$ cat src/rtl/matmul_out_quantizer_pkg.sv
// Shared sizes and types for the matmul accumulator readout/quantizer slice.
package matmul_pkg;
  localparam int N_WORDS    = 256;
  localparam int ADDR_W     = $clog2(N_WORDS);
  localparam int ACC_W      = 32;
  localparam int OUT_W      = 16;
  localparam int FIFO_DEPTH = 4;

  typedef enum logic [1:0] {IDLE, RUN, DRAIN, DONE} matq_state_t;
  typedef logic signed [OUT_W-1:0] q_elem_t;
endpackage

$ cat src/rtl/matmul_out_quantizer_if.sv
// Packed-pair output stream (valid/ready) from the quantizer toward host/DMA.
interface matq_stream_if;
  import matmul_pkg::*;

  logic               valid;
  logic               ready;
  logic [2*OUT_W-1:0] data;
  logic               last;

  modport master (output valid, data, last, input ready);
  modport slave  (input valid, data, last, output ready);
endinterface

$ cat src/rtl/matmul_out_quantizer_round_sat.sv
// Combinational round-half-up, arithmetic right shift by fl, saturate to OUT_W.
// The sat_flag port exists only when MATQ_SAT_CNT_EN is defined.
module matq_round_sat
  import matmul_pkg::*;
(
  input  logic [ACC_W-1:0] x,
  input  logic [2:0]       fl,
  output q_elem_t          y
`ifdef MATQ_SAT_CNT_EN
  ,
  output logic             sat_flag
`endif
);
  logic signed [ACC_W:0]         ext;
  logic signed [ACC_W:0]         half;
  logic signed [ACC_W:0]         rnd;
  logic signed [ACC_W:0]         shf;
  logic        [ACC_W-OUT_W+1:0] upper;
  logic                          clamp;

  always_comb begin
    ext  = $signed({x[ACC_W-1], x});
    half = '0;
    if (fl != 3'd0) half = (ACC_W+1)'(1) << (fl - 3'd1);
    // one guard bit keeps x + half from wrapping at the positive limit
    rnd   = ext + half;
    shf   = rnd >>> fl;
    upper = shf[ACC_W:OUT_W-1];
    clamp = !((&upper) || !(|upper));
    if (!clamp)         y = shf[OUT_W-1:0];
    else if (shf[ACC_W]) y = {1'b1, {(OUT_W-1){1'b0}}};
    else                 y = {1'b0, {(OUT_W-1){1'b1}}};
  end

`ifdef MATQ_SAT_CNT_EN
  assign sat_flag = clamp;
`endif
endmodule

$ cat src/rtl/matmul_out_quantizer.sv
// Scans the accumulator SRAM after done, quantizes each entry and streams pairs out.
// Optional MATQ_SAT_CNT_EN adds o_sat_cnt (elements clamped in the current run).
module matmul_out_quantizer
  import matmul_pkg::*;
(
  input  logic              i_clk,
  input  logic              i_rstn,
  input  logic              i_start,
  input  logic [2:0]        i_fl,
  output logic              o_busy,
  output logic              o_done,
  output logic              o_omem_cen,
  output logic [ADDR_W-1:0] o_omem_addr,
  input  logic [ACC_W-1:0]  i_omem_dout,
`ifdef MATQ_SAT_CNT_EN
  output logic [ADDR_W:0]   o_sat_cnt,
`endif
  matq_stream_if.master     strm
);
  matq_state_t       state, state_nxt;
  logic [2:0]        fl_q;
  logic [ADDR_W-1:0] addr_q;
  logic              inflight_q;
  q_elem_t           fifo_mem [FIFO_DEPTH];
  logic [1:0]        rd_ptr, wr_ptr;
  logic [2:0]        fifo_cnt;
  logic [ADDR_W-2:0] word_cnt;
  logic              issue, start_ok, hs, last_word, credit;
  q_elem_t           q_val;
`ifdef MATQ_SAT_CNT_EN
  logic              q_sat;
`endif

  matq_round_sat u_round_sat (
    .x        (i_omem_dout),
    .fl       (fl_q),
    .y        (q_val)
`ifdef MATQ_SAT_CNT_EN
    ,
    .sat_flag (q_sat)
`endif
  );

  // Credit uses registered occupancy only, so i_ready never reaches the SRAM enable.
  assign credit      = (fifo_cnt + 3'(inflight_q)) < 3'(FIFO_DEPTH);
  assign strm.valid  = fifo_cnt >= 3'd2;
  assign strm.data   = {fifo_mem[rd_ptr + 2'd1], fifo_mem[rd_ptr]};
  assign last_word   = word_cnt == (ADDR_W-1)'(N_WORDS/2 - 1);
  assign strm.last   = strm.valid && last_word;
  assign hs          = strm.valid && strm.ready;
  assign o_omem_addr = addr_q;

  always_ff @(posedge i_clk) begin
    if (!i_rstn) state <= IDLE;
    else         state <= state_nxt;
  end

  always_comb begin
    state_nxt  = state;
    issue      = 1'b0;
    start_ok   = 1'b0;
    o_omem_cen = 1'b1;
    o_done     = 1'b0;
    o_busy     = (state != IDLE);
    case (state)
      IDLE: begin
        if (i_start) begin
          start_ok  = 1'b1;
          state_nxt = RUN;
        end
      end
      RUN: begin
        if (credit) begin
          issue      = 1'b1;
          o_omem_cen = 1'b0;
          if (addr_q == ADDR_W'(N_WORDS - 1)) state_nxt = DRAIN;
        end
      end
      DRAIN: begin
        if (hs && last_word) state_nxt = DONE;
      end
      DONE: begin
        o_done    = 1'b1;
        state_nxt = IDLE;
      end
      default: state_nxt = IDLE;
    endcase
  end

  always_ff @(posedge i_clk) begin
    if (!i_rstn) begin
      fl_q       <= '0;
      addr_q     <= '0;
      inflight_q <= 1'b0;
      fifo_mem   <= '{default: '0};
      rd_ptr     <= '0;
      wr_ptr     <= '0;
      fifo_cnt   <= '0;
      word_cnt   <= '0;
    end else begin
      if (start_ok) begin
        fl_q     <= i_fl;
        addr_q   <= '0;
        word_cnt <= '0;
      end
      if (issue) addr_q <= addr_q + 1'b1;
      inflight_q <= issue;
      if (inflight_q) begin
        fifo_mem[wr_ptr] <= q_val;
        wr_ptr           <= wr_ptr + 2'd1;
      end
      if (hs) begin
        rd_ptr   <= rd_ptr + 2'd2;
        word_cnt <= word_cnt + 1'b1;
      end
      fifo_cnt <= fifo_cnt + 3'(inflight_q) - (hs ? 3'd2 : 3'd0);
    end
  end

`ifdef MATQ_SAT_CNT_EN
  always_ff @(posedge i_clk) begin
    if (!i_rstn)
      o_sat_cnt <= '0;
    else if (start_ok)
      o_sat_cnt <= '0;
    else if (inflight_q && q_sat && o_sat_cnt != (ADDR_W+1)'(N_WORDS))
      o_sat_cnt <= o_sat_cnt + 1'b1;
  end
`endif
endmodule

$ cat src/flat_wrapper.sv
// flat-port wrapper written by rule: the top's interface ports become plain ports
module matmul_out_quantizer_flat import matmul_pkg::*;
  (i_clk, i_rstn, i_start, i_fl, o_busy, o_done, o_omem_cen, o_omem_addr, i_omem_dout, strm_valid, strm_data, strm_last, strm_ready);
  matq_stream_if strm_i ();
  input  logic i_clk;
  input  logic i_rstn;
  input  logic i_start;
  input  logic [2:0] i_fl;
  output logic o_busy;
  output logic o_done;
  output logic o_omem_cen;
  output logic [ADDR_W-1:0] o_omem_addr;
  input  logic [ACC_W-1:0] i_omem_dout;
  output wire logic [$bits(strm_i.valid)-1:0] strm_valid;
  output wire logic [$bits(strm_i.data)-1:0] strm_data;
  output wire logic [$bits(strm_i.last)-1:0] strm_last;
  input wire logic [$bits(strm_i.ready)-1:0] strm_ready;
  assign strm_valid = strm_i.valid;
  assign strm_data = strm_i.data;
  assign strm_last = strm_i.last;
  assign strm_i.ready = strm_ready;
  matmul_out_quantizer u_core (.i_clk(i_clk), .i_rstn(i_rstn), .i_start(i_start), .i_fl(i_fl), .o_busy(o_busy), .o_done(o_done), .o_omem_cen(o_omem_cen), .o_omem_addr(o_omem_addr), .i_omem_dout(i_omem_dout), .strm(strm_i));
endmodule
$ cat config.mk
export PLATFORM = sky130hd
export DESIGN_NAME = matmul_out_quantizer_flat
export DESIGN_NICKNAME = d
export VERILOG_FILES = /design/src/rtl/matmul_out_quantizer_pkg.sv /design/src/rtl/matmul_out_quantizer_if.sv /design/src/rtl/matmul_out_quantizer_round_sat.sv /design/src/rtl/matmul_out_quantizer.sv /design/src/flat_wrapper.sv
export SDC_FILE = /design/constraint.sdc
export NUM_CORES = 1
export LEC_CHECK = 0
export CORE_MARGIN = 1.5
export CORE_UTILIZATION = 58
export CTS_BUF_LIST = sky130_fd_sc_hd__clkbuf_8
export DETAILED_ROUTE_END_ITERATION = 10
export PLACE_DENSITY = 0.83
export SYNTH_ARGS = -nofsm -noshare
export SYNTH_HDL_FRONTEND = slang
export SYNTH_SLANG_ARGS = --single-unit
$ cat constraint.sdc
create_clock -name i_clk -period 6.5 [get_ports i_clk]
set_clock_uncertainty 0.2 [all_clocks]
set_input_delay 0.65 -clock i_clk [delete_from_list [all_inputs] [get_ports i_clk]]
set_output_delay 0.65 -clock i_clk [all_outputs]
set_load 0.02 [all_outputs]
-- Yosys cells after proc, flatten, opt, wreduce, memory -nomap -nowiden
Cells that the tools add are included.
- flip-flop bits (word level): 92
- logic and storage cells: 84
- output and inout port bits: 45
- shifts and indexed selects: 2
- reduce and logical (&&, ||, !) cells: 14
- bitwise gates (word level): 3
- add/subtract/negate cells: 9
- equality and inequality tests: 9
- order comparisons: 6
- multiplexer cells: 29
- operators by type and width (kind ; count):
    2-to-1 mux 16 bit ; 7
    binary-select mux 16 bit (select 2 bit) ; 2
    bitwise mux 64 bit ; 1
    adder 32 x 33 -> 33 bit ; 1
    2-to-1 mux 33 bit ; 1
    << shifter 1 x 3 -> 33 bit, first input constant ; 1
    >>> shifter 33 x 3 -> 33 bit ; 1
    demux 16 bit (select 2 bit) ; 1
    AND reduction 18 bit ; 1
    OR reduction 18 bit ; 1
    2-to-1 mux 8 bit ; 2
    2-to-1 mux 7 bit ; 2
    2-to-1 mux 2 bit ; 5
    greater-or-equal comparator 3 bit, second input constant ; 3
    NOT 2 -> 3 bit ; 3
    adder 8 x 1 -> 8 bit, second input constant ; 1
    equality test 8 bit, second input constant ; 1
    one-hot mux 2 bit (4 select lines) ; 1
    adder 7 x 1 -> 7 bit, second input constant ; 1
    equality test 7 bit, second input constant ; 1
    2-to-1 mux 1 bit ; 7
    inequality test 2 x 1 -> 1 bit, second input constant ; 3
    nonzero test 2 bit ; 3
    adder 2 x 1 -> 2 bit, second input constant ; 2
    16 further kinds ; 20

-- Logic depth before layout (Yosys ltp)
Gate-level depths: netlist of the first run.
- depth in word-level cells: 10
- gate-level depth with buffers: 20
- gate-level depth less buffers: 16

-- By module
From an unflattened synthesis of the first run, not the netlist that was laid out.
- cells, all modules: 850
- area, all modules: 6572.6 µm²
- by module, submodules not included (module ; cells each ; instances ; area each (µm²) ; sequential area each (µm²)):
    matmul_out_quantizer ; 478 ; 1 ; 3968.8 ; 1821.7
    matq_round_sat ; 372 ; 1 ; 2603.7 ; 0.0

-- Least setup slack after synthesis of the first run
OpenSTA, ideal clock, no wires.
- path kind: reg-to-reg
- start point: register u_core.fl_q[2]
- end point: register u_core.fifo_mem[10] (netlist bit)
- stages on the path, launching flop included: 20
- required time: 6240 ps
- path slack: 1667 ps
- data arrival time: 4574 ps
- path buffers: 5
- cell sequence: dfxtp_1 > clkbuf_1 > inv_1 > buf_1 > clkbuf_1 > nor2_1 > ha_1 > o211ai_2 > o211a_4 > or4_4 > o21ai_2 > buf_6 > mux2i_2 > nand3b_4 > nor4_2 > o2111ai_1 > o22a_4 > nor3b_4 > buf_6 > a221o_1
- word-level cells in the longest chain between the ends: 10
- elaborated cells between the ends (all ways): 13
- those cells by class: add/sub (2); shift (2); mux (4); reduce/logical (5)
- ends and longest elaborated chain (item ; line ; source):
    from (decl) ; matmul_out_quantizer.sv:21 ; logic [2:0] fl_q;
    from (signal assigned) ; matmul_out_quantizer.sv:102 ; fl_q <= i_fl;
    subtractor 3 x 1 -> 3 bit ; matmul_out_quantizer_round_sat.sv:24 ; if (fl != 3'd0) half = (ACC_W+1)'(1) << (fl - 3'd1);
    << shifter 1 x 3 -> 33 bit ; matmul_out_quantizer_round_sat.sv:24 ;
    2-to-1 mux 33 bit ; matmul_out_quantizer_round_sat.sv:24 ;
    adder 32 x 33 -> 33 bit ; matmul_out_quantizer_round_sat.sv:26 ; rnd = ext + half;
    >>> shifter 33 x 3 -> 33 bit (*) ; matmul_out_quantizer_round_sat.sv:27 ; shf = rnd >>> fl;
    OR reduction 18 bit ; matmul_out_quantizer_round_sat.sv:29 ; clamp = !((&upper) || !(|upper));
    zero test 1 bit ; matmul_out_quantizer_round_sat.sv:29 ;
    logical OR 1 bit ; matmul_out_quantizer_round_sat.sv:29 ;
    2-to-1 mux 16 bit (*) ; matmul_out_quantizer_round_sat.sv:30 ; if (!clamp) y = shf[OUT_W-1:0];
    bitwise mux 64 bit (*) ; matmul_out_quantizer.sv:109 ; fifo_mem[wr_ptr] <= q_val;
    to (signal, indexed assignment) ; matmul_out_quantizer.sv:109 ;
    to (decl) ; matmul_out_quantizer.sv:24 ; q_elem_t fifo_mem [FIFO_DEPTH];
Mark *: on every way between the ends. The rest lies on a longest branch, timed or not.
A chain may end at the register's enable or synchronous reset.

-- Worst setup path in the final report of the first run
- start point: register u_core.fl_q[1]
- end point: register u_core.fifo_mem[4] (netlist bit)
The elaborated chain is that of the path after synthesis.

==> impl_table.tex, run 1 <==
\begin{tabular}{lr}
\hline
Metric & Value \\
\hline
\multicolumn{2}{l}{\textbf{Critical path}} \\
\quad Beginning of the worst register-to-register path & u\_core.fl\_q[1] \\
\quad Crit start category & flop \\
\quad Cell depth of the worst flop-to-flop path & 16 \\
\quad Critical register-to-register path endpoint & u\_core.fifo\_mem[4] \\
\quad Category of the critical setup timing path & flop to flop \\
\quad Type of destination of the critical path & flop \\
\quad Worst-path maximum fanout & 15 \\
\quad Critical path required time & 6.62 ns \\
\quad Worst reg2reg setup slack & 0.90 ns \\
\quad Endpoint arrival time on the critical path & 5.71 ns \\
\multicolumn{2}{l}{\textbf{Final layout}} \\
\quad \# fillers & 834 \\
\quad Proportion of layout cells with a drive suffix above 1 & 0.141 \\
\quad Antenna diode count & 0 \\
\quad Synthesis-to-layout area growth & 16.3\% \\
\quad Final net count & 846 \\
\quad Post-route cell area & 7580 um2 \\
\multicolumn{2}{l}{\textbf{Pwr}} \\
\quad Leakage power & 3.07 nW \\
\quad Cell Pwr Density & 251 nW/um2 \\
\quad Worst voltage drop across the vdd grid & 234 uV \\
\multicolumn{2}{l}{\textbf{STA}} \\
\quad Relative slew margins & 0.185 \\
\quad Final period demand of the worst path & 5.60 ns \\
\quad Highest achievable clock rate & 179 MHz \\
\quad Setup Viol. Count Final & 0 \\
\quad Fin crit share & 0.861 \\
\quad Setup repair after global routing missed its margin & false \\
\quad Pins over their slew limit & 0 \\
\quad Setup Total Neg Slack & 0 ns \\
\quad Final WS setup & 0.902 ns \\
\quad Final number of hold-violating endpoints & 0 \\
\quad Slew at the pin closest to its max-slew limit & 1.22 ns \\
\multicolumn{2}{l}{\textbf{Synth}} \\
\quad Post-synthesis async set-or-reset flop share & 0 \\
\quad Top cells by area in the synthesized netlist & sky130\_fd\_sc\_hd\_\_dfxtp\_1, sky130\_fd\_sc\_hd\_\_a221o\_1, sky130\_fd\_sc\_hd\_\_mux2\_2, sky130\_fd\_sc\_hd\_\_mux2i\_1, sky130\_fd\_sc\_hd\_\_ha\_1 \\
\quad Gate count after technology mapping & 725 \\
\quad Sequential-to-total area share from yosys stat & 0.280 \\
\quad EDFF count, synth & 0 \\
\quad Avg Cell Area, Syn & 8.98 um2 \\
\quad Synthesized cell area & 6510 um2 \\
\quad Number of distinct library cells after synthesis & 74 \\
\quad Yosys top cell area share & 0.280 \\
\quad Top FF cell, synth & sky130\_fd\_sc\_hd\_\_dfxtp\_1 \\
\quad \#FFs+latches synth & 91 \\
\quad Syn nets & 787 \\
\quad Biggest area consumer among synthesized cells & sky130\_fd\_sc\_hd\_\_dfxtp\_1 \\
\quad Synth warnings & 0 \\
\multicolumn{2}{l}{\textbf{Die}} \\
\quad Y dimension of the die & 109 um \\
\quad Area of the core & 10900 um2 \\
\quad Horizontal die dimension & 109 um \\
\quad Count of boundary I/O pins & 84 \\
\quad Initial Util & 0.598 \\
\quad Die Area & 11900 um2 \\
\quad Standard-cell row count & 38 \\
\multicolumn{2}{l}{\textbf{Clock network}} \\
\quad Count of hold buffers inserted by post-cts repair & 0 \\
\quad Count of clock tree sinks & 91 \\
\quad Library cell used as clock root buffer & sky130\_fd\_sc\_hd\_\_clkbuf\_8 \\
\quad Clock latency reported for the late side of the worst-skew pair & 0.37 ns \\
\quad Clock Path Buffers & 2 \\
\quad Clock-pin slew on the worst setup and hold paths & 0.09 ns \\
\quad Number of instances resized during post-cts repair & 0 \\
\quad CTS buffer count & 9 \\
\quad TritonCTS clock tree & built \\
\quad Post-CTS setup-driven buffer insertion count & 0 \\
\quad H-tree depth & 3 \\
\multicolumn{2}{l}{\textbf{Drt}} \\
\quad Routed vias/inst & 6.49 \\
\quad Remaining DRCs & 0 \\
\quad Routed wire length & 17100 um \\
\quad Average wire length per cell after detail routing & 18.4 um \\
\quad Vias & 6028 \\
\quad Detailed Route Iter0 Violations & 557 \\
\quad Count of antenna-violating nets left after detailed routing & 0 \\
\quad DR pass1 iterations & 5 \\
\multicolumn{2}{l}{\textbf{Run}} \\
\quad Total of max-cap violations & 0 \\
\multicolumn{2}{l}{\textbf{Worst hold path}} \\
\quad Kind of path behind the tightest hold check & flop to flop \\
\quad Hold path endpoint & u\_core.fifo\_mem[14] \\
\quad Hold Crit Depth & 1 \\
\quad Startpoint of the tightest hold check path & u\_core.fifo\_mem[14] \\
\multicolumn{2}{l}{\textbf{Place}} \\
\quad Pre-CTS worst setup slack & 1.10 ns \\
\quad Cell area after placement & 7370 um2 \\
\quad Weighted congestion at the end of routability-driven global placement & 0.987 \\
\quad Port-buffer cells & 83 \\
\quad Detailed placement HPWL & 12900 um \\
\multicolumn{2}{l}{\textbf{Global routing}} \\
\quad Largest net degree at the start of global routing & 32 \\
\quad Number of global-route vias before repair & 5556 \\
\quad Global-route wire length before repair & 27400 um \\
\quad Remaining Overflow, GRT & 0 \\
\quad Number of antenna violations at the first check in global routing & 0 \\
\quad Total routing usage reported by global routing & 0.292 \\
\multicolumn{2}{l}{\textbf{Run status}} \\
\quad Outcome & finished, final reports clean \\
\hline
\end{tabular}
stage by stage:
stage / power (mW) / util / std cells / hold slack, ns
final: 1.90 / 0.696 / 929 / 0.291
after global routing: 2.01 / 0.696 / 929 / 0.307
after CTS: 1.90 / 0.696 / 929 / 0.291
after detailed placement: 1.50 / 0.677 / 913 / 0.269
after global placement: 1.47 / 0.677 / 913 / 0.261
after floorplan: 1.23 / - / 725 / 0.249
Yosys cell counts (all sizes together), types with 6 or more instances:
cell / n
a21oi: 38
a221o: 61
and2: 9
and3: 17
and4: 6
buf: 26
clkbuf: 24
dfxtp: 91
ha: 22
inv: 13
mux2: 40
mux2i: 46
nand2: 60
nand3: 20
nand4: 9
nor2: 59
nor2b: 7
nor3: 17
nor4: 11
o2111ai: 7
o211ai: 12
o21ai: 27
or2: 6
or3: 7
xnor2: 15
xor2: 17
cell families after synthesis:
kind of cell	Yosys count	synth area share
muxes	86	0.140
DFF	91	0.280
xor gates and xnor gates	32	0.0442
and+or+nand+nor	241	0.209
AOI/OAI and AO/OA	186	0.231
other	1	0.000576
adders and majority gates	23	0.0453
buffers and inverters	65	0.0494
metal layers:
metal / part of all wire / vias to the layer above / global-route usage
li1: - / 2877 / -
met1: 0.43 / 2852 / 0.385
met2: 0.47 / 268 / 0.471
met3: 0.077 / 31 / 0.0640
met4: 0.019 / 0 / 0.0968
met5: 0 / - / 0
registers in the layout (all words and copies together) (netlist names):
signal,cells
u_core.state,2
u_core.fl_q,3
u_core.wr_ptr,2
u_core.o_omem_addr,8
u_core.fifo_mem,64
u_core.inflight_q,1
u_core.rd_ptr,1
u_core.word_cnt,7
u_core.fifo_cnt,3
layout by cell type (no fill, tap or decap), drive strengths merged, types with 15 or more instances in the layout:
master and count:
ha 22, xor2 17, mux2i 46, nand2 60
and3 17, a221o 61, nor3 17, inv 16
nor2 59, dfxtp 91, clkdlybuf4s50 83, buf 15
mux2 40, o21ai 27, nand3 20, xnor2 15
a21oi 38
worst max-delay path, stage by stage, from the launching register on:
cell	delay (ns)
sky130_fd_sc_hd__dfxtp_1	0.70
sky130_fd_sc_hd__inv_1	0.12
sky130_fd_sc_hd__nand2_1	0.33
sky130_fd_sc_hd__nor2_1	0.09
sky130_fd_sc_hd__ha_1	0.24
sky130_fd_sc_hd__fa_1	0.43
sky130_fd_sc_hd__a211oi_1	0.43
sky130_fd_sc_hd__o211a_4	0.36
sky130_fd_sc_hd__nor4_4	0.11
sky130_fd_sc_hd__mux2_2	0.31
sky130_fd_sc_hd__nor4_1	0.60
sky130_fd_sc_hd__nand3b_1	0.14
sky130_fd_sc_hd__nor4_1	0.22
sky130_fd_sc_hd__a31oi_1	0.12
sky130_fd_sc_hd__o22a_4	0.30
sky130_fd_sc_hd__nor3b_4	0.58
sky130_fd_sc_hd__a221o_1	0.26
report_power, final:
part	switching [mW]	internal (mW)
combinational	0.511	0.336
sequential	0.0484	0.603
clock	0.210	0.193
total	0.770	1.13
cell type report:
type / count / area, um2 / area share
clock buffers: 10 / 138 / 0.0182
well taps: 140 / 175 / 0.0231
clock inverters: 6 / 71.3 / 0.00941
inverters: 15 / 56.3 / 0.00743
multi-input cells: 569 / 4370 / 0.577
flip-flops and latches: 91 / 1820 / 0.240
repair buffers: 98 / 943 / 0.125
how the worst max path moves through the flow:
stage	startpoint	depth (start not counted)	slack, ns	to
floorplan	u_core.fl_q[2]	19	1.67	u_core.fifo_mem[10]
global placement	u_core.fl_q[1]	14	1.19	u_core.fifo_mem[32]
detailed placement	u_core.fl_q[1]	14	1.10	u_core.fifo_mem[4]
CTS	u_core.fl_q[1]	14	1.07	u_core.fifo_mem[4]
global route	u_core.fl_q[1]	14	0.64	u_core.fifo_mem[11]
finish	u_core.fl_q[1]	16	0.90	u_core.fifo_mem[4]
(Power assumes the default switching activity.)
==> run 2: changes to the inputs <==
--- a/config.mk
+++ b/config.mk
@@ -5,6 +5,7 @@
 export SDC_FILE = /design/constraint.sdc
 export NUM_CORES = 1
 export LEC_CHECK = 0
+export CORE_ASPECT_RATIO = 0.5
 export CORE_MARGIN = 1.5
 export CORE_UTILIZATION = 58
 export CTS_BUF_LIST = sky130_fd_sc_hd__clkbuf_8
==> run 2 against run 1 <==
The run now ends with design-rule violations left. Core utilization fell by 0.74 points. Final cell count did not move. Global-route usage fell by 0.78 points. Critical path depth fell by 1. Sequential power fell by 2%. First-iteration DRC count fell by 19%. Die area rose by 0.32%. Register-to-register slack improved by 0.099 ns. Setup slack improved by 0.099 ns. Non-clock buffer count fell by 5. Worst hold slack improved by 0.0014 ns.
==> impl_table.tex, run 2 (same netlist as run 1, synthesis figures left out) <==
\begin{tabular}{lr}
\hline
Metric & Value \\
\hline
\multicolumn{2}{l}{\textbf{Global routing}} \\
\quad Remaining Overflow, GRT & 0 \\
\quad Global-route wire length before repair & 27500 um \\
\quad GR met2 Demand/Resource & 0.447 \\
\quad Number of antenna violations at the first check in global routing & 0 \\
\quad Global Route met3 Usage & 0.0581 \\
\quad Largest net degree at the start of global routing & 34 \\
\quad GRT busiest layer & met2 \\
\quad Number of global-route vias before repair & 5427 \\
\quad Met1 Track Usage GR & 0.401 \\
\quad Total routing usage reported by global routing & 0.284 \\
\multicolumn{2}{l}{\textbf{STA}} \\
\quad Setup Total Neg Slack & 0 ns \\
\quad Final WS setup & 1.00 ns \\
\quad Pins over their slew limit & 0 \\
\quad Highest achievable clock rate & 182 MHz \\
\quad Slew at the pin closest to its max-slew limit & 1.23 ns \\
\quad Final period demand of the worst path & 5.50 ns \\
\quad Worst Hold Margin & 0.292 ns \\
\quad Final number of hold-violating endpoints & 0 \\
\quad Relative slew margins & 0.180 \\
\quad Fin crit share & 0.846 \\
\quad Setup repair after global routing missed its margin & false \\
\quad Setup Viol. Count Final & 0 \\
\multicolumn{2}{l}{\textbf{Final layout}} \\
\quad \# fillers & 840 \\
\quad Antenna diode count & 0 \\
\quad Leading cell type in the layout, fill and taps excluded & sky130\_fd\_sc\_hd\_\_dfxtp\_1 \\
\quad Seq. cell area & 1820 um2 \\
\quad Fin cells & 929 \\
\quad Area occupied by multi-input gates & 4370 um2 \\
\quad Post-route cell area & 7560 um2 \\
\quad Flip-flop count of the largest register after layout & 64 \\
\quad Proportion of layout cells with a drive suffix above 1 & 0.135 \\
\quad Leading cell types in the layout, fill and taps excluded & sky130\_fd\_sc\_hd\_\_dfxtp\_1, sky130\_fd\_sc\_hd\_\_clkdlybuf4s50\_1, sky130\_fd\_sc\_hd\_\_a221o\_1 \\
\quad Final core utilization & 0.688 \\
\quad Synthesis-to-layout area growth & 16.0\% \\
\quad Final net count & 841 \\
\quad Largest register by flop count & u\_core.fifo\_mem \\
\multicolumn{2}{l}{\textbf{Critical path}} \\
\quad Worst reg2reg setup slack & 1.00 ns \\
\quad Cell depth of the worst flop-to-flop path & 15 \\
\quad Beginning of the worst register-to-register path & u\_core.fl\_q[1] \\
\quad Category of the critical setup timing path & flop to flop \\
\quad Endpoint arrival time on the critical path & 5.60 ns \\
\quad Type of destination of the critical path & flop \\
\quad CP Launch Point & u\_core.fl\_q[1] \\
\quad Crit start category & flop \\
\quad Endpoint of the most critical setup path & u\_core.fifo\_mem[46] \\
\quad Critical path required time & 6.60 ns \\
\quad Critical register-to-register path endpoint & u\_core.fifo\_mem[46] \\
\quad Worst-path maximum fanout & 15 \\
\multicolumn{2}{l}{\textbf{Pwr}} \\
\quad Overall Power & 1.92 mW \\
\quad Cell Pwr Density & 254 nW/um2 \\
\quad Worst voltage drop across the vdd grid & 216 uV \\
\quad Leakage power & 3.05 nW \\
\multicolumn{2}{l}{\textbf{Clock network}} \\
\quad Library cell used as clock root buffer & sky130\_fd\_sc\_hd\_\_clkbuf\_8 \\
\quad Clock latency reported for the late side of the worst-skew pair & 0.36 ns \\
\quad Clock Path Buffers & 2 \\
\quad Post-CTS setup-driven buffer insertion count & 0 \\
\quad CTS buffer count & 9 \\
\quad Count of hold buffers inserted by post-cts repair & 0 \\
\quad Number of instances resized during post-cts repair & 0 \\
\quad H-tree depth & 3 \\
\quad TritonCTS clock tree & built \\
\quad Count of clock tree sinks & 91 \\
\quad Clock-pin slew on the worst setup and hold paths & 0.09 ns \\
\multicolumn{2}{l}{\textbf{Place}} \\
\quad Cell count after placement & 913 \\
\quad Weighted congestion at the end of routability-driven global placement & 0.992 \\
\quad Detailed placement HPWL & 12700 um \\
\quad Pre-CTS worst setup slack & 1.05 ns \\
\quad Port-buffer cells & 83 \\
\quad Cell area after placement & 7340 um2 \\
\multicolumn{2}{l}{\textbf{Drt}} \\
\quad Count of antenna-violating nets left after detailed routing & 0 \\
\quad Vias & 5966 \\
\quad Remaining DRCs & 6 \\
\quad Detailed Route Iter0 Violations & 451 \\
\quad DR pass1 iterations & 9 \\
\quad Average wire length per cell after detail routing & 18.3 um \\
\quad Routed vias/inst & 6.42 \\
\quad Routed wire length & 17000 um \\
\multicolumn{2}{l}{\textbf{Run status}} \\
\quad Violations in the final reports & design-rule violations \\
\quad Outcome & finished, violations left \\
\multicolumn{2}{l}{\textbf{Run}} \\
\quad Total of max-cap violations & 0 \\
\multicolumn{2}{l}{\textbf{Die}} \\
\quad Horizontal die dimension & 153 um \\
\quad Count of boundary I/O pins & 84 \\
\quad Initial Util & 0.593 \\
\quad Die Area & 11900 um2 \\
\quad Standard-cell row count & 27 \\
\quad Area of the core & 11000 um2 \\
\quad Y dimension of the die & 77.9 um \\
\multicolumn{2}{l}{\textbf{Worst hold path}} \\
\quad Hold Crit Depth & 2 \\
\quad Kind of path behind the tightest hold check & flop to flop \\
\hline
\end{tabular}
==> run 2: cell types whose count changed in the layout (fill, tap and decap cells not counted), sizes merged <==
| cell | delta |
|---|---|
| buf | -5 |
| bufinv | +1 |
| clkbuf | -1 |
| inv | -1 |
| clkinv | +1 |
==> run 2: final cells by class <==
| class | instances | area share |
|---|---|---|
| Clock buffer | 9 | 0.0164 |
| Timing Repair Buffer | 93 | 0.120 |
| Sequential cell | 91 | 0.241 |
| Clock inverter | 7 | 0.0131 |
| Inverter | 15 | 0.00745 |
| Multi-Input combinational cell | 569 | 0.578 |
| Tap cell | 145 | 0.0240 |
==> run 2: how the worst min path moves through the flow <==
stage | startpoint | to | slack (ns)
floorplan | u_core.fifo_mem[15] | u_core.fifo_mem[15] | 0.25
global placement | u_core.fifo_mem[15] | u_core.fifo_mem[15] | 0.26
detailed placement | u_core.fifo_mem[2] | u_core.fifo_mem[2] | 0.27
CTS | u_core.fifo_mem[30] | u_core.fifo_mem[30] | 0.29
global route | u_core.fifo_mem[33] | u_core.fifo_mem[33] | 0.30
finish | u_core.fifo_mem[47] | u_core.fifo_mem[47] | 0.29
==> run 2: routing by layer <==
layer	routed length [um]	vias up
met1	7960	2816
met3	1440	19
met4	170	0
met2	7480	275
met5	0	-
li1	-	2856
==> run 2: where the power goes <==
group / switching [mW] / internal [mW] / leakage, nW
combinational: 0.522 / 0.335 / 2.21
sequential: 0.0376 / 0.603 / 0.735
clock: 0.202 / 0.219 / 0.110
total: 0.762 / 1.16 / 3.05
==> run 2: worst max-delay path, stage by stage, from the launching register on <==
cell and delay (ns):
sky130_fd_sc_hd__dfxtp_1 0.61, sky130_fd_sc_hd__inv_1 0.14, sky130_fd_sc_hd__nand2_1 0.33, sky130_fd_sc_hd__nor2_1 0.11
sky130_fd_sc_hd__ha_1 0.38, sky130_fd_sc_hd__o211ai_1 0.15, sky130_fd_sc_hd__nor3_2 0.59, sky130_fd_sc_hd__o2111a_2 0.40
sky130_fd_sc_hd__mux2i_1 0.10, sky130_fd_sc_hd__or4_1 0.63, sky130_fd_sc_hd__nand2_1 0.13, sky130_fd_sc_hd__nor4_2 0.05
sky130_fd_sc_hd__o2111ai_1 0.34, sky130_fd_sc_hd__o22ai_2 0.20, sky130_fd_sc_hd__nor3_2 0.84, sky130_fd_sc_hd__a221o_1 0.22
==> run 3: changes to the inputs <==
==> constraint.sdc (replaced) <==
create_clock -name i_clk -period 5.3 [get_ports i_clk]
set_clock_uncertainty 0.2 [all_clocks]
set_input_delay 0.53 -clock i_clk [delete_from_list [all_inputs] [get_ports i_clk]]
set_output_delay 0.53 -clock i_clk [all_outputs]
set_load 0.02 [all_outputs]
==> run 3 against run 2 <==
Critical endpoint unchanged. Combinational power increased by 24%. The flow still finishes with violations (design-rule violations). Fmax increased by 10%. Sequential cell count unchanged. Core utilization increased by 0.39 points. Largest power group unchanged. Final cell count increased by 0.86%. Count of clock-buffer cells in the layout unchanged. Sequential power increased by 23%. Worst hold slack about the same.
==> impl_table.tex, run 3 (same netlist as run 1, synthesis figures left out) <==
\begin{tabular}{lr}
\hline
Metric & Value \\
\hline
\multicolumn{2}{l}{\textbf{Run status}} \\
\quad Outcome & finished, violations left \\
\quad Violations in the final reports & design-rule violations \\
\multicolumn{2}{l}{\textbf{Pwr}} \\
\quad Net switching power & 941 uW \\
\quad Sw Ratio & 0.406 \\
\quad Cell-internal power & 1.38 mW \\
\quad Clock power frac & 0.204 \\
\quad Leakage power & 3.07 nW \\
\quad Logic pwr share & 0.455 \\
\quad Overall Power & 2.32 mW \\
\quad Worst voltage drop across the vdd grid & 251 uV \\
\quad Part of the power in registers & 0.341 \\
\quad Cell Pwr Density & 305 nW/um2 \\
\multicolumn{2}{l}{\textbf{Die}} \\
\quad Standard-cell row count & 27 \\
\quad Y dimension of the die & 77.9 um \\
\quad Horizontal die dimension & 153 um \\
\quad Count of boundary I/O pins & 84 \\
\quad Initial Util & 0.593 \\
\quad Die Area & 11900 um2 \\
\quad Area of the core & 11000 um2 \\
\multicolumn{2}{l}{\textbf{Critical path}} \\
\quad Worst reg2reg setup slack & 0.30 ns \\
\quad Cell family with most CP delay & simple AND/OR/NAND/NOR gates \\
\quad Crit start category & flop \\
\quad Critical path's slowest cell & sky130\_fd\_sc\_hd\_\_or4\_1 \\
\quad Type of destination of the critical path & flop \\
\quad Endpoint arrival time on the critical path & 5.10 ns \\
\quad Critical path required time & 5.40 ns \\
\quad Worst-path maximum fanout & 15 \\
\quad Cell depth of the worst flop-to-flop path & 15 \\
\quad Cell-by-cell listing of the critical path & inv\_1, nand2\_1, nor2\_1, ha\_1, o211ai\_2, o211a\_4, or4\_1, xnor2\_1, or3\_1, o211ai\_1, nor4b\_1, o2111ai\_1, o22a\_4, nor3\_4, a221o\_1 \\
\quad Crit path buf inv count & 1 \\
\quad Category of the critical setup timing path & flop to flop \\
\quad Delay of the slowest critical-path stage & 0.57 ns \\
\quad Critical register-to-register path endpoint & u\_core.fifo\_mem[46] \\
\quad Beginning of the worst register-to-register path & u\_core.fl\_q[1] \\
\multicolumn{2}{l}{\textbf{Final layout}} \\
\quad Proportion of layout cells with a drive suffix above 1 & 0.144 \\
\quad Fin cells & 937 \\
\quad Final net count & 849 \\
\quad Leading cell types in the layout, fill and taps excluded & sky130\_fd\_sc\_hd\_\_dfxtp\_1, sky130\_fd\_sc\_hd\_\_clkdlybuf4s50\_1, sky130\_fd\_sc\_hd\_\_a221o\_1 \\
\quad Leading cell type in the layout, fill and taps excluded & sky130\_fd\_sc\_hd\_\_dfxtp\_1 \\
\quad Flip-flop count of the largest register after layout & 64 \\
\quad Largest register by flop count & u\_core.fifo\_mem \\
\quad Synthesis-to-layout area growth & 16.7\% \\
\quad Antenna diode count & 0 \\
\multicolumn{2}{l}{\textbf{Place}} \\
\quad Weighted congestion at the end of routability-driven global placement & 1.02 \\
\quad Cell count after placement & 921 \\
\quad Pre-CTS worst setup slack & 0.189 ns \\
\quad Port-buffer cells & 83 \\
\quad Detailed placement HPWL & 12600 um \\
\multicolumn{2}{l}{\textbf{Clock network}} \\
\quad TritonCTS clock tree & built \\
\quad Clock latency reported for the late side of the worst-skew pair & 0.35 ns \\
\quad H-tree depth & 3 \\
\quad Clock-pin slew on the worst setup and hold paths & 0.09 ns \\
\quad Post-CTS setup-driven buffer insertion count & 0 \\
\quad Count of clock tree sinks & 91 \\
\quad Count of hold buffers inserted by post-cts repair & 0 \\
\quad Clock Path Buffers & 2 \\
\quad Library cell used as clock root buffer & sky130\_fd\_sc\_hd\_\_clkbuf\_8 \\
\quad CTS buffer count & 9 \\
\multicolumn{2}{l}{\textbf{STA}} \\
\quad Setup repair after global routing missed its margin & true \\
\quad Final number of hold-violating endpoints & 0 \\
\quad Final WS setup & 0.304 ns \\
\quad Highest achievable clock rate & 200 MHz \\
\quad Relative slew margins & 0.185 \\
\quad Pins over their slew limit & 0 \\
\quad Final period demand of the worst path & 5.00 ns \\
\quad Slew at the pin closest to its max-slew limit & 1.22 ns \\
\quad Setup Total Neg Slack & 0 ns \\
\quad Fin crit share & 0.943 \\
\quad Setup Viol. Count Final & 0 \\
\multicolumn{2}{l}{\textbf{Global routing}} \\
\quad Global-route wire length before repair & 27700 um \\
\quad Number of global-route vias before repair & 5423 \\
\quad Remaining Overflow, GRT & 0 \\
\quad Total routing usage reported by global routing & 0.285 \\
\quad Largest net degree at the start of global routing & 30 \\
\quad Number of antenna violations at the first check in global routing & 0 \\
\multicolumn{2}{l}{\textbf{Drt}} \\
\quad Average wire length per cell after detail routing & 18.3 um \\
\quad Length of routed met3 wiring & 1510 um \\
\quad Routed length on met2 & 7490 um \\
\quad M1 WL & 8010 um \\
\quad DR pass1 iterations & 8 \\
\quad Routed wire length & 17200 um \\
\quad Vias & 6053 \\
\quad Routed vias/inst & 6.46 \\
\quad Max layer used & met4 \\
\quad Detailed Route Iter0 Violations & 448 \\
\quad Count of antenna-violating nets left after detailed routing & 0 \\
\quad Remaining DRCs & 12 \\
\multicolumn{2}{l}{\textbf{Worst hold path}} \\
\quad Kind of path behind the tightest hold check & flop to flop \\
\quad Startpoint of the tightest hold check path & u\_core.fl\_q[0] \\
\quad Hold path endpoint & u\_core.fl\_q[0] \\
\quad Hold Crit Depth & 2 \\
\multicolumn{2}{l}{\textbf{Run}} \\
\quad Total of max-cap violations & 0 \\
\hline
\end{tabular}
run 3: cell types whose count changed in the layout (fill, tap and decap cells not counted), sizes merged:
cell / delta
clkinv: -1
clkinvlp: +2
bufinv: -1
buf: +8
run 3: timing repair:
action                                 4_1_cts  5_1_grt
resized for setup                            0        1
setup endpoints to repair                    0       36
endpoints found under the hold margin        0        0
run 3: metal layers:
metal | vias to the layer above | global-route usage
li1 | 2869 | -
met1 | 2893 | 0.398
met2 | 273 | 0.458
met3 | 18 | 0.0620
met4 | 0 | 0.0471
met5 | - | 0
run 3: worst register-to-register path, cell delays in order, from the launching register on:
cell,delay (ns)
sky130_fd_sc_hd__dfxtp_1,0.39
sky130_fd_sc_hd__inv_1,0.11
sky130_fd_sc_hd__nand2_1,0.33
sky130_fd_sc_hd__nor2_1,0.11
sky130_fd_sc_hd__ha_1,0.38
sky130_fd_sc_hd__o211ai_2,0.11
sky130_fd_sc_hd__o211a_4,0.35
sky130_fd_sc_hd__or4_1,0.57
sky130_fd_sc_hd__xnor2_1,0.21
sky130_fd_sc_hd__or3_1,0.33
sky130_fd_sc_hd__o211ai_1,0.14
sky130_fd_sc_hd__nor4b_1,0.33
sky130_fd_sc_hd__o2111ai_1,0.23
sky130_fd_sc_hd__o22a_4,0.33
sky130_fd_sc_hd__nor3_4,0.57
sky130_fd_sc_hd__a221o_1,0.26
run 3: per-stage QoR:
step                      hold slack (ns)   util  cell area (um2)
after floorplan                     0.249      -             6510
after global placement              0.259  0.674             7400
after detailed placement            0.268  0.674             7400
after CTS                           0.292  0.692             7590
after global routing                0.305  0.692             7600
final                               0.292  0.692             7600
run 3: power by group through the flow:
stage	Sequential (mW)	Combinational, mW	Clock [mW]
3_5_place_dp	0.806	1.03	0
6_report	0.790	1.06	0.472
2_1_floorplan	0.786	0.726	0
3_3_place_gp	0.803	1.02	0
5_1_grt	0.802	1.14	0.506
4_1_cts	0.790	1.04	0.471
run 3: cell type report:
| type | count | area [um2] |
|---|---|---|
| sequential | 91 | 1820 |
| inverter | 15 | 56.3 |
| clock buffer | 9 | 124 |
| fill | 876 | 3380 |
| timing repair buffer | 101 | 966 |
| multi-input combinational | 569 | 4380 |
| tap | 145 | 181 |
| clock inverter | 7 | 75.1 |
run 3: worst max-delay path by stage:
| stage | startpoint | end | slack, ns | depth (start not counted) |
|---|---|---|---|---|
| finish | u_core.fl_q[1] | u_core.fifo_mem[46] | 0.30 | 15 |
| global placement | i_omem_dout[0] | u_core.fifo_mem[43] | 0.24 | 14 |
| floorplan | u_core.fl_q[2] | u_core.fifo_mem[10] | 0.47 | 19 |
| CTS | u_core.fl_q[1] | u_core.fifo_mem[35] | 0.37 | 15 |
| detailed placement | i_omem_dout[0] | u_core.fifo_mem[37] | 0.19 | 14 |
| global route | u_core.fl_q[1] | u_core.fifo_mem[17] | -0.06 | 16 |
